===== src/rtl/decode_pkg.sv =====
// decode_pkg: opcode values, ALU op encodings and the decoded control bundle
package decode_pkg;
  localparam logic [2:0] OP_ADD  = 3'd0;
  localparam logic [2:0] OP_ADDI = 3'd1;
  localparam logic [2:0] OP_SW   = 3'd2;
  localparam logic [2:0] OP_LW   = 3'd3;
  localparam logic [2:0] OP_SLL  = 3'd4;
  localparam logic [2:0] OP_SRL  = 3'd5;
  localparam logic [2:0] OP_SUB  = 3'd6;
  localparam logic [2:0] OP_NOP  = 3'd7;
  localparam logic [1:0] ALU_ADD = 2'b00;
  localparam logic [1:0] ALU_SUB = 2'b01;
  localparam logic [1:0] ALU_SLL = 2'b10;
  localparam logic [1:0] ALU_SRL = 2'b11;
  typedef struct packed {
    logic       reg_write;
    logic       alu_src;
    logic       mem_write;
    logic       mem_read;
    logic       mem_to_reg;
    logic [1:0] alu_op;
    logic       illegal;
  } ctrl_t;
endpackage


===== src/rtl/decode_ctrl.sv =====
// decode_ctrl: combinational opcode to control bundle and source-register use mask
module decode_ctrl
  import decode_pkg::*;
#(
  parameter int OP_W = 3
) (
  input  logic [OP_W-1:0] op,
  output ctrl_t           ctrl,
  output logic            uses_rs1,
  output logic            uses_rs2
);
  logic [31:0] opx;
  logic [2:0]  c;
  logic        ill;
  // widen first so the "above 7" test stays meaningful for any OP_W
  assign opx = 32'(op);
  assign ill = (opx >> 3) != 32'd0;
  assign c   = opx[2:0];
  always_comb begin
    ctrl            = '0;
    ctrl.illegal    = ill;
    ctrl.reg_write  = !ill && (c == OP_ADD || c == OP_ADDI || c == OP_LW ||
                               c == OP_SLL || c == OP_SRL || c == OP_SUB);
    ctrl.alu_src    = !ill && (c == OP_ADDI || c == OP_LW || c == OP_SW);
    ctrl.mem_write  = !ill && c == OP_SW;
    ctrl.mem_read   = !ill && c == OP_LW;
    ctrl.mem_to_reg = !ill && c == OP_LW;
    ctrl.alu_op     = ill ? ALU_ADD :
                      c == OP_SUB ? ALU_SUB :
                      c == OP_SLL ? ALU_SLL :
                      c == OP_SRL ? ALU_SRL : ALU_ADD;
    uses_rs1        = !ill && c != OP_NOP;
    uses_rs2        = !ill && (c == OP_ADD || c == OP_SUB || c == OP_SLL ||
                               c == OP_SRL || c == OP_SW);
  end
endmodule


===== src/rtl/decode_stage.sv =====
// decode_stage: ID stage with IF/EX handshakes, load-use bubble, flush and ID/EX register.
// Define DECODE_STALL_CNT_EN to add the saturating stall_count output.
module decode_stage
  import decode_pkg::*;
#(
  parameter  int OP_W   = 3,
  parameter  int RA_W   = 5,
  parameter  int IMM_W  = 12,
  parameter  int DATA_W = 32,
  localparam int INST_W = OP_W + 2 * RA_W + IMM_W
) (
  input  logic              clk,
  input  logic              rst_n,
  input  logic              flush,
  input  logic              if_valid,
  output logic              if_ready,
  input  logic [INST_W-1:0] if_inst,
  output logic              ex_valid,
  input  logic              ex_ready,
  output logic              ex_reg_write,
  output logic              ex_alu_src,
  output logic              ex_mem_write,
  output logic              ex_mem_read,
  output logic              ex_mem_to_reg,
  output logic [1:0]        ex_alu_op,
  output logic [RA_W-1:0]   ex_rd,
  output logic [RA_W-1:0]   ex_rs1,
  output logic [RA_W-1:0]   ex_rs2,
  output logic [DATA_W-1:0] ex_imm,
  output logic              ex_illegal,
  output logic              hazard_stall
`ifdef DECODE_STALL_CNT_EN
  ,
  output logic [31:0]       stall_count
`endif
);
  logic [OP_W-1:0]  op;
  logic [RA_W-1:0]  rd, rs1, rs2;
  logic [IMM_W-1:0] imm;
  ctrl_t            ctrl, ctrl_w, ex_ctrl;
  logic             uses_rs1, uses_rs2, load, take;
  assign {op, rd, rs1, imm} = if_inst;
  decode_ctrl #(.OP_W(OP_W)) u_ctrl (
    .op      (op),
    .ctrl    (ctrl),
    .uses_rs1(uses_rs1),
    .uses_rs2(uses_rs2)
  );
  // stores carry their data register in the rd field
  assign rs2 = ctrl.mem_write ? rd : imm[RA_W-1:0];
  always_comb begin
    ctrl_w           = ctrl;
    ctrl_w.reg_write = ctrl.reg_write && rd != '0;
  end
  assign load         = !ex_valid || ex_ready;
  assign hazard_stall = if_valid && ex_valid && ex_mem_read && ex_rd != '0 &&
                        ((uses_rs1 && rs1 == ex_rd) || (uses_rs2 && rs2 == ex_rd));
  assign if_ready     = load && (!hazard_stall || flush);
  assign take         = if_valid && !hazard_stall;
  always_ff @(posedge clk or negedge rst_n) begin
    if (!rst_n) begin
      ex_valid <= 1'b0;
      ex_ctrl  <= '0;
      ex_rd    <= '0;
      ex_rs1   <= '0;
      ex_rs2   <= '0;
      ex_imm   <= '0;
    end else if (flush) begin
      ex_valid <= 1'b0;
    end else if (load) begin
      ex_valid <= take;
      if (take) begin
        ex_ctrl <= ctrl_w;
        ex_rd   <= rd;
        ex_rs1  <= rs1;
        ex_rs2  <= rs2;
        ex_imm  <= DATA_W'($signed(imm));
      end
    end
  end
  assign ex_reg_write  = ex_ctrl.reg_write;
  assign ex_alu_src    = ex_ctrl.alu_src;
  assign ex_mem_write  = ex_ctrl.mem_write;
  assign ex_mem_read   = ex_ctrl.mem_read;
  assign ex_mem_to_reg = ex_ctrl.mem_to_reg;
  assign ex_alu_op     = ex_ctrl.alu_op;
  assign ex_illegal    = ex_ctrl.illegal;
`ifdef DECODE_STALL_CNT_EN
  always_ff @(posedge clk or negedge rst_n) begin
    if (!rst_n) stall_count <= '0;
    else if (hazard_stall && load && !flush && stall_count != '1) stall_count <= stall_count + 32'd1;
  end
`endif
endmodule


===== config.mk =====
export PLATFORM = sky130hd
export DESIGN_NAME = decode_stage
export DESIGN_NICKNAME = d
export VERILOG_FILES = /design/src/rtl/decode_pkg.sv /design/src/rtl/decode_ctrl.sv /design/src/rtl/decode_stage.sv
export SDC_FILE = /design/constraint.sdc
export NUM_CORES = 1
export LEC_CHECK = 0
export BUFFER_PORTS_ARGS = -buffer_cell sky130_fd_sc_hd__buf_4
export CAP_MARGIN = 15
export CORE_UTILIZATION = 53
export CTS_CLUSTER_DIAMETER = 150
export DETAILED_ROUTE_END_ITERATION = 8
export GPL_ROUTABILITY_DRIVEN = 0
export PLACE_DENSITY = 0.95
export SYNTH_ARGS = -nofsm -noshare
export SYNTH_HDL_FRONTEND = slang
export SYNTH_SLANG_ARGS = --single-unit

===== constraint.sdc =====
create_clock -name clk -period 4.6 [get_ports clk]
set_input_delay 0.69 -clock clk [delete_from_list [all_inputs] [get_ports clk]]
set_output_delay 0.69 -clock clk [all_outputs]
set_load 0.05 [all_outputs]

==> metrics, run 1 <==
status=complete, no violations; final hold violations=0; Biggest register=ex_imm; routed wire length=5390 µm; worst relative slew slack=22.2%; Leak Pwr=1.33 nW; All-Layer GR Usage=25.4%; CP required=3910 ps; max incr delay on CP=550 ps; Setup TNS=0 ps; CTS tree=built; total net switching power=758 µW; core area=4030 µm²; Via Count=1,888; # clock sinks=34; die width=67.0 µm; wire per inst=16.0 µm; first-pass GRT wire length=8200 µm; DRC=0; largest net degree at the start of global routing=35; critical path arrival=3140 ps; Hold WC Path Type=input pin to async pin; initial antenna violation count=0; cell family with most CP delay=simple AND/OR/NAND/NOR gates; register area=851 µm²; critical setup path kind=input pin to primary output; Worst Setup Start Kind=input pin; Post-CTS Repair Setup Buffers=0; n_diodes=0; synth-to-layout area growth=23.3%; WP buf/inv=2; Worst VDD drop=0.363 mV; vias per std cell=5.62; Final WS setup=769 ps; RSZ-0062 raised after global routing=false; Critical-path top delay cell=or3b_1; clock network fraction of total power=13.4%; CP Capture Type=primary output; Sequential Power Share=29.8%; top_reg_cell synth=dfrtp_1; grt ovf=0; H-tree Lvls=2; clk slew on worst S/H paths=60 ps; actual slew at the worst max-slew pin=1160 ps; Seq/Total Area, Yosys=38.0%; async set or reset register ratio after synthesis=100%; reg2reg start=ex_rd[3]$_DFFE_PN0P_; Cell Area, Synth=2240 µm²; most frequent CP cell=buf_4; multi-input logic area=1100 µm²; Power Internal=756 µW; setup violators final=0; Pwr Total=1.51 mW; Clock Skew=3.91 ps; initial core utilization=55.6%; Pwr per Cell Area=548 nW/µm²; yosys warns=0; commonest non-fill, non-tap cell in the layout=buf_4; share of layout cells above drive strength 1=40.2%; Worst Path Max Fanout=12; post-synth cell types=52; Post-CTS Resized=0; CP cell instances=buf_4 > or3b_1 > mux2_4 > a32o_2 > nor3_4 > o21a_1 > a21boi_0 > buf_4; Clock Tree Buf Depth=2; Antenna Violating Nets Remaining=0; number of global-route vias before repair=1,673; die area=4490 µm²; hold_buf cts=0; Comb pwr share=56.8%; Pins Over Slew Limit=0; Syn Area/Cell=9.83 µm²; clock root cell=clkbuf_8; f_max=261 MHz; most frequent cells in the layout=87 x buf_4, 34 x dfrtp_1, 17 x nor2b_1; min cycle time layout=3830 ps; CTS buffer count=5; dpl ws=802 ps; Synth Instances=228; number of synthesized register bits=34; Critical Path Start=if_inst[22]; dpl hpwl=3860 µm; Starting DRT DRC Count=106; Largest register FFs=12; max-cap viol count=0; Sw Ratio=50.1%; Filler Cell Count=313; Port Buffers=86; die height=67.0 µm; Final period util=83.3%; I/O pin count=88; drt first pass iters=5; Final nets=316; worst skew pair latency=290 ps; num rows=23; Post-synth EDFFs=0; Post-Syn Nets=258
final timing paths:
check | to | slack [ps] | cells past startpoint
setup / recovery | if_ready | 770 | 8
hold / removal | ex_mem_write$_DFFE_PN0P_ | 340 | 1
setup reg to reg | ex_rs1[4]$_DFFE_PN0P_ | 1870 | 6
hold reg to reg | ex_reg_write$_DFFE_PN0P_ | 490 | 1
max in group asynchronous | ex_valid$_DFFE_PN0P_ | 3960 | 1
min in group clk | ex_reg_write$_DFFE_PN0P_ | 490 | 1
logic make-up after synthesis:
group,share of synthesized area (%)
compound gates,18.2
xor+xnor,3.13
buf+inv,13.1
flops,38.0
mux,10.2
other cells,0.167
simple gates,17.3
power by group through the flow:
stage          clock network (mW)  registers (mW)  logic, mW
6_report                    0.203           0.451      0.860
5_1_grt                     0.224           0.462      0.900
4_1_cts                     0.206           0.450      0.862
3_5_place_dp                    0           0.454      0.858
3_3_place_gp                    0           0.451      0.847
2_1_floorplan                   0           0.693      0.433
synthesized netlist by cell type, types with 3 or more instances:
cell / instances / area, µm²
clkbuf_1: 5 / 18.8
nor2b_1: 17 / 106
buf_6: 4 / 45.0
a41oi_1: 9 / 78.8
o21ai_1: 8 / 40.0
nor4_1: 3 / 18.8
o21ai_0: 9 / 45.0
nor2_1: 14 / 52.6
a21oi_1: 7 / 35.0
o2bb2ai_1: 3 / 26.3
mux2_4: 13 / 195
dfrtp_1: 34 / 851
a21o_1: 3 / 22.5
xor2_1: 7 / 61.3
buf_4: 23 / 173
inv_1: 6 / 22.5
nand3_1: 5 / 25.0
nand2_1: 15 / 56.3
a211oi_1: 3 / 22.5
final cells by class:
type	count	area share, %
multi-input cells	152	39.7
flip-flops and latches	34	30.8
repair buffers	87	23.6
clock buffers	7	2.76
well taps	50	2.26
inverters	6	0.815
stage by stage:
stage	hold WS, ps	cells	utilization, %	instance area, µm²
detailed placement	467	329	66.7	2690
global route	359	336	68.6	2760
global placement	472	329	66.7	2690
CTS	345	336	68.6	2760
floorplan	394	228	-	2240
finish	340	336	68.6	2760
routing by layer:
layer / wire [µm] / vias to the layer above / track usage, % / part of all wire [%]
li1: - / 904 / - / -
met1: 2170 / 893 / 32.9 / 40
met2: 2790 / 83 / 41.3 / 52
met3: 343 / 8 / 5.48 / 6.4
met4: 86 / 0 / 9.04 / 1.6
met5: 0 / - / 0 / 0
Note: power is estimated with default switching activity, not from simulation.
==> inputs of run 2 (changes only) <==
--- a/config.mk
+++ b/config.mk
@@ -7,11 +7,11 @@
 export LEC_CHECK = 0
 export BUFFER_PORTS_ARGS = -buffer_cell sky130_fd_sc_hd__buf_4
 export CAP_MARGIN = 15
-export CORE_UTILIZATION = 53
+export CORE_UTILIZATION = 49
 export CTS_CLUSTER_DIAMETER = 150
 export DETAILED_ROUTE_END_ITERATION = 8
 export GPL_ROUTABILITY_DRIVEN = 0
-export PLACE_DENSITY = 0.95
+export PLACE_DENSITY = 0.9
 export SYNTH_ARGS = -nofsm -noshare
 export SYNTH_HDL_FRONTEND = slang
 export SYNTH_SLANG_ARGS = --single-unit
==> constraint.sdc (replaced) <==
create_clock -name clk -period 3.8 [get_ports clk]
set_input_delay 0.57 -clock clk [delete_from_list [all_inputs] [get_ports clk]]
set_output_delay 0.57 -clock clk [all_outputs]
set_load 0.05 [all_outputs]
==> run 2 against run 1 <==
  * Largest cell class unchanged
  * Non-clock buffer count up 2
  * First-iteration DRC count down 24%
  * Die area up 7.9%
  * Highest routed layer unchanged
==> metrics, run 2 (synthesis results as in run 1) <==
critical setup path kind=input pin to primary output; Post-CTS Resized=0 (unchanged); Starting DRT DRC Count=81 (-24%); most frequent cells in the layout=89 x buf_4, 34 x dfrtp_1, 17 x nor2b_1; Pwr Total=1.86 mW (+23%); multi-input logic area=1100 µm² (unchanged); commonest non-fill, non-tap cell in the layout=buf_4; n_diodes=0 (unchanged); max-cap viol count=0 (unchanged); Largest register FFs=12 (unchanged); Post-CTS Repair Setup Buffers=0 (unchanged); actual slew at the worst max-slew pin=596 ps (-565 ps); Worst Setup Start Kind=input pin; core area=4380 µm² (+8.8%); Filler Cell Count=362 (+16%); largest net degree at the start of global routing=35 (unchanged); Clock Skew=8.47 ps (+4.56 ps); final hold violations=0 (unchanged); num rows=24 (+4.3%); Worst Path Max Fanout=10 (-2); dpl hpwl=4070 µm (+5.3%); Worst VDD drop=0.383 mV (+5.6%); worst relative slew slack=60.2% (+38 points); die width=69.6 µm (+3.9%); register area=851 µm² (unchanged); Leak Pwr=1.35 nW (+1.5%); cell family with most CP delay=simple AND/OR/NAND/NOR gates; min cycle time layout=3350 ps; Antenna Violating Nets Remaining=0 (unchanged); Setup TNS=0 ps (unchanged); setup violators final=0 (unchanged); grt ovf=0 (unchanged); critical path arrival=2780 ps (-360 ps); Port Buffers=86 (unchanged); Clock Tree Buf Depth=2 (unchanged); Critical-path top delay cell=or3b_1; number of global-route vias before repair=1,913 (+14%); initial antenna violation count=0 (unchanged); synth-to-layout area growth=24.7%; worst skew pair latency=280 ps (about the same); DRC=0 (unchanged); CP Capture Type=primary output; wire per inst=15.9 µm (-0.74%); Pwr per Cell Area=666 nW/µm² (+21%); CTS tree=built; max incr delay on CP=550 ps (about the same); # clock sinks=34 (unchanged); I/O pin count=88 (unchanged); clock root cell=clkbuf_8; die area=4850 µm² (+7.9%); H-tree Lvls=2 (unchanged); WP buf/inv=2 (unchanged); Via Count=1,969 (+4.3%); first-pass GRT wire length=9180 µm (+12%); All-Layer GR Usage=23.5% (-1.9 points); drt first pass iters=4 (-1); most frequent CP cell=buf_4; Final period util=88.1%; routed wire length=5430 µm (+0.74%); CTS buffer count=5 (unchanged); f_max=299 MHz; Hold WC Path Type=input pin to async pin; initial core utilization=51.1% (-4.5 points); status=complete, no violations; share of layout cells above drive strength 1=41.2% (+0.97 points); clk slew on worst S/H paths=70 ps (about the same); die height=69.6 µm (+3.9%); Final nets=318 (+0.63%); Pins Over Slew Limit=0 (unchanged); CP cell instances=buf_4 > or3b_1 > mux2_4 > a32o_2 > nor3_4 > o21a_1 > a21boi_0 > buf_4; vias per std cell=5.77 (+2.8%); hold_buf cts=0 (unchanged); RSZ-0062 raised after global routing=false; Biggest register=ex_imm; CP required=3230 ps (-680 ps)
==> run 2: cell count changes in the layout (fill, tap and decap cells not counted), sizes merged <==
| cell | change |
|---|---|
| buf | +2 |
| clkinv | +1 |
==> run 2: layout make-up <==
class                      instances  area share [%]
clock buffer                       7            3.09
clock inverter                     1           0.179
inverter                           6           0.806
multi-input combinational        152            39.3
sequential                        34            30.4
tap                               52            2.33
timing repair buffer              89            23.9
==> run 2: worst reg2reg max path: stages, from the launching register on <==
cell and delay (ps):
dfrtp_1 500, xor2_1 210, nor4_1 530, a21oi_1 280, a21oi_2 280, and2_4 410, mux2_2 380
==> run 2: power breakdown <==
part	switching [mW]	internal, mW
logic	0.707	0.340
registers	0.0950	0.451
clock network	0.123	0.146
==> run 2: routing by layer <==
layer  vias to the layer above  GRT usage, %  wire (µm)
li1                        902             -          -
met1                       965          30.5       2200
met2                        89          38.6       2710
met3                        13          4.65        402
met4                         0          9.56        119
met5                         -             0          0
==> run 2: path summary, 6_finish.rpt <==
check	to	slack, ps	from	depth (start not counted)
max	if_ready	450	if_inst[22]	8
min in group clk	ex_valid$_DFFE_PN0P_	490	flush	2
min	ex_rs1[4]$_DFFE_PN0P_	220	rst_n	1
min reg2reg	ex_alu_src$_DFFE_PN0P_	490	ex_alu_src$_DFFE_PN0P_	1
max reg2reg	ex_rs1[4]$_DFFE_PN0P_	1110	ex_rd[2]$_DFFE_PN0P_	6
max in group asynchronous	ex_imm[5]$_DFFE_PN0P_	3260	rst_n	1
==> run 2: through the flow <==
| step | cell area, µm² | util (%) | setup WS [ps] | cells | hold WS, ps |
|---|---|---|---|---|---|
| after floorplan | 2240 | - | 28.8 | 228 | 274 |
| after global placement | 2700 | 61.7 | 537 | 333 | 469 |
| after detailed placement | 2700 | 61.7 | 460 | 333 | 477 |
| after CTS | 2800 | 63.8 | 459 | 341 | 235 |
| after global routing | 2800 | 63.8 | 325 | 341 | 249 |
| final | 2800 | 63.8 | 452 | 341 | 221 |
==> inputs of run 3 (changes only) <==
--- a/config.mk
+++ b/config.mk
@@ -9,8 +9,10 @@
 export CAP_MARGIN = 15
 export CORE_UTILIZATION = 49
 export CTS_CLUSTER_DIAMETER = 150
+export CTS_CLUSTER_SIZE = 24
 export DETAILED_ROUTE_END_ITERATION = 8
 export GPL_ROUTABILITY_DRIVEN = 0
+export GPL_TIMING_DRIVEN = 0
 export PLACE_DENSITY = 0.9
 export SYNTH_ARGS = -nofsm -noshare
 export SYNTH_HDL_FRONTEND = slang
==> constraint.sdc (replaced) <==
create_clock -name clk -period 3.8 [get_ports clk]
set_input_delay 0.76 -clock clk [delete_from_list [all_inputs] [get_ports clk]]
set_output_delay 0.76 -clock clk [all_outputs]
set_load 0.05 [all_outputs]
==> run 3 against run 2 <==
  * Sequential share of layout area shrank 2.7 points
  * Design area increased by 9.7%
  * Critical path depth increased by 1
==> metrics, run 3 (synthesis results as in run 1) <==
critical setup path kind=input pin to primary output; Clock Tree Buf Depth=2 (unchanged); synth-to-layout area growth=36.8%; f_max=270 MHz (-9.7%); total net switching power=962 µW (+4.1%); routed wire length=5970 µm (+10%); Placement Cell Area=2930 µm² (+8.3%); Hold WC Path Type=input pin to async pin; clock root cell=clkbuf_8; clock network fraction of total power=14.1% (-0.3 points); worst relative slew slack=55.6% (-4.6 points); commonest non-fill, non-tap cell in the layout=buf_4; status=complete, no violations; DRC=0 (unchanged); Worst Setup Start Kind=input pin; dpl hpwl=4260 µm (+4.8%); I/O pin count=88 (unchanged); Power Internal=1.02 mW (+8.4%); CP Capture Type=primary output; initial antenna violation count=0 (unchanged); Worst VDD drop=0.374 mV (-2.5%); critical path arrival=2950 ps (+170 ps); Worst Path Max Fanout=10 (unchanged); Starting DRT DRC Count=240 (+200%); dpl cells=363 (+9.0%); die width=69.6 µm (unchanged); num rows=24 (unchanged); die height=69.6 µm (unchanged); setup violators final=0 (unchanged); Top Usage Layer GRT=met2; Pwr Total=1.98 mW (+6.2%); CTS buffer count=5 (unchanged); CTS tree=built; n_diodes=0 (unchanged); min cycle time layout=3710 ps (+360 ps); Port Buffers=83 (-3.5%); hold slack=413 ps (+192 ps); Pwr per Cell Area=645 nW/µm² (-3.1%); H-tree Lvls=2 (unchanged); Final nets=353 (+11%); final hold violations=0 (unchanged); final instance area=3070 µm² (+9.7%); Final period util=97.6% (+9.5 points); Sw Ratio=48.7% (-1.0 points); initial core utilization=51.1% (unchanged); CP required=3040 ps (-190 ps); Pins Over Slew Limit=0 (unchanged); Finished Layout Cells=376 (+10%); worst skew pair latency=290 ps (about the same); Largest register FFs=12 (unchanged); Leak Pwr=1.52 nW (+12%); first-pass GRT wire length=9800 µm (+6.7%); max-cap viol count=0 (unchanged); grt ovf=0 (unchanged); met2 Resource Use GR=42.3% (+3.7 points); number of global-route vias before repair=1,981 (+3.6%); Antenna Violating Nets Remaining=0 (unchanged); Final WS setup=91.9 ps (-360 ps); most frequent cells in the layout=111 x buf_4, 34 x dfrtp_1, 17 x nor2b_1; dpl ws=27.1 ps (-433 ps); hold_buf cts=0 (unchanged); wire per inst=15.9 µm (-0.26%); CP cell instances=buf_2 > or3b_1 > buf_6 > mux2_4 > a32o_2 > nor3_4 > o21a_1 > clkbuf_4 > buf_4; cell family with most CP delay=buffers and inverters; Via Count=2,102 (+6.8%); Clock Skew=8.36 ps (-0.104 ps); # clock sinks=34 (unchanged); fin util=69.9% (+6.2 points); Biggest register=ex_imm; Comb pwr share=58.9% (+2.7 points); largest net degree at the start of global routing=35 (unchanged); vias per std cell=5.59 (-3.2%); Sequential Power Share=27.0% (-2.3 points); RSZ-0062 raised after global routing=false; All-Layer GR Usage=25.2% (+1.7 points); clk slew on worst S/H paths=70 ps (about the same); Setup TNS=0 ps (unchanged); WP buf/inv=4 (+2); max incr delay on CP=370 ps (-180 ps); actual slew at the worst max-slew pin=665 ps (+68.9 ps); drt first pass iters=4 (unchanged); core area=4380 µm² (unchanged); die area=4850 µm² (unchanged); share of layout cells above drive strength 1=46.0% (+4.8 points); GRT met3 Usage=4.36% (-0.29 points); Critical-path top delay cell=or3b_1; GR met1 Demand/Resource=32.7% (+2.2 points)
-- run 3: changes by cell type in the layout (fill, tap and decap cells not counted), sizes merged --
cell,delta
clkbuf,+6
buf,+29
-- run 3: final timing paths --
kind	start	endpoint	slack, ps	depth (start not counted)
max in group asynchronous	rst_n	ex_valid$_DFFE_PN0P_	3070	1
max reg2reg	ex_rd[2]$_DFFE_PN0P_	ex_imm[4]$_DFFE_PN0P_	1010	9
min	rst_n	ex_rs1[0]$_DFFE_PN0P_	410	1
min in group clk	ex_alu_src$_DFFE_PN0P_	ex_alu_src$_DFFE_PN0P_	510	1
max	if_inst[24]	hazard_stall	90	9
min reg2reg	ex_alu_src$_DFFE_PN0P_	ex_alu_src$_DFFE_PN0P_	510	1
-- run 3: worst reg2reg max path: cells and delay by family (launching register included) --
kind            cells  cell delay, ps
simple gates        2             700
compound gates      2             620
buf+inv             3             470
flops               1             380
mux                 1             300
xor+xnor            1             210
-- run 3: power groups by stage --
stage | registers (mW) | logic, mW | clock network, mW
3_5_place_dp | 0.537 | 1.15 | 0
4_1_cts | 0.532 | 1.16 | 0.277
3_3_place_gp | 0.532 | 1.13 | 0
5_1_grt | 0.547 | 1.22 | 0.294
6_report | 0.534 | 1.16 | 0.280
2_1_floorplan | 0.838 | 0.524 | 0
-- run 3: repair_timing --
| action | 4_1_cts | 5_1_grt |
|---|---|---|
| setup endpoints to repair | 0 | 2 |
| resized for setup | 0 | 2 |
| setup buffers | 0 | 5 |
-- run 3: final cells by class --
cell class	instances	area, µm²
Clock buffer	7	86.3
Fill cell	333	1320
Inverter	6	22.5
Buffer	36	273
Timing Repair Buffer	88	661
Tap cell	52	65.1
Multi-Input combinational cell	152	1100
Clock inverter	1	5.00
Sequential cell	34	851
-- run 3: routing by layer --
metal / up-vias / routed length (µm)
met2: 115 / 3000
met3: 26 / 411
met4: 0 / 156
met5: - / 0
li1: 971 / -
met1: 990 / 2400
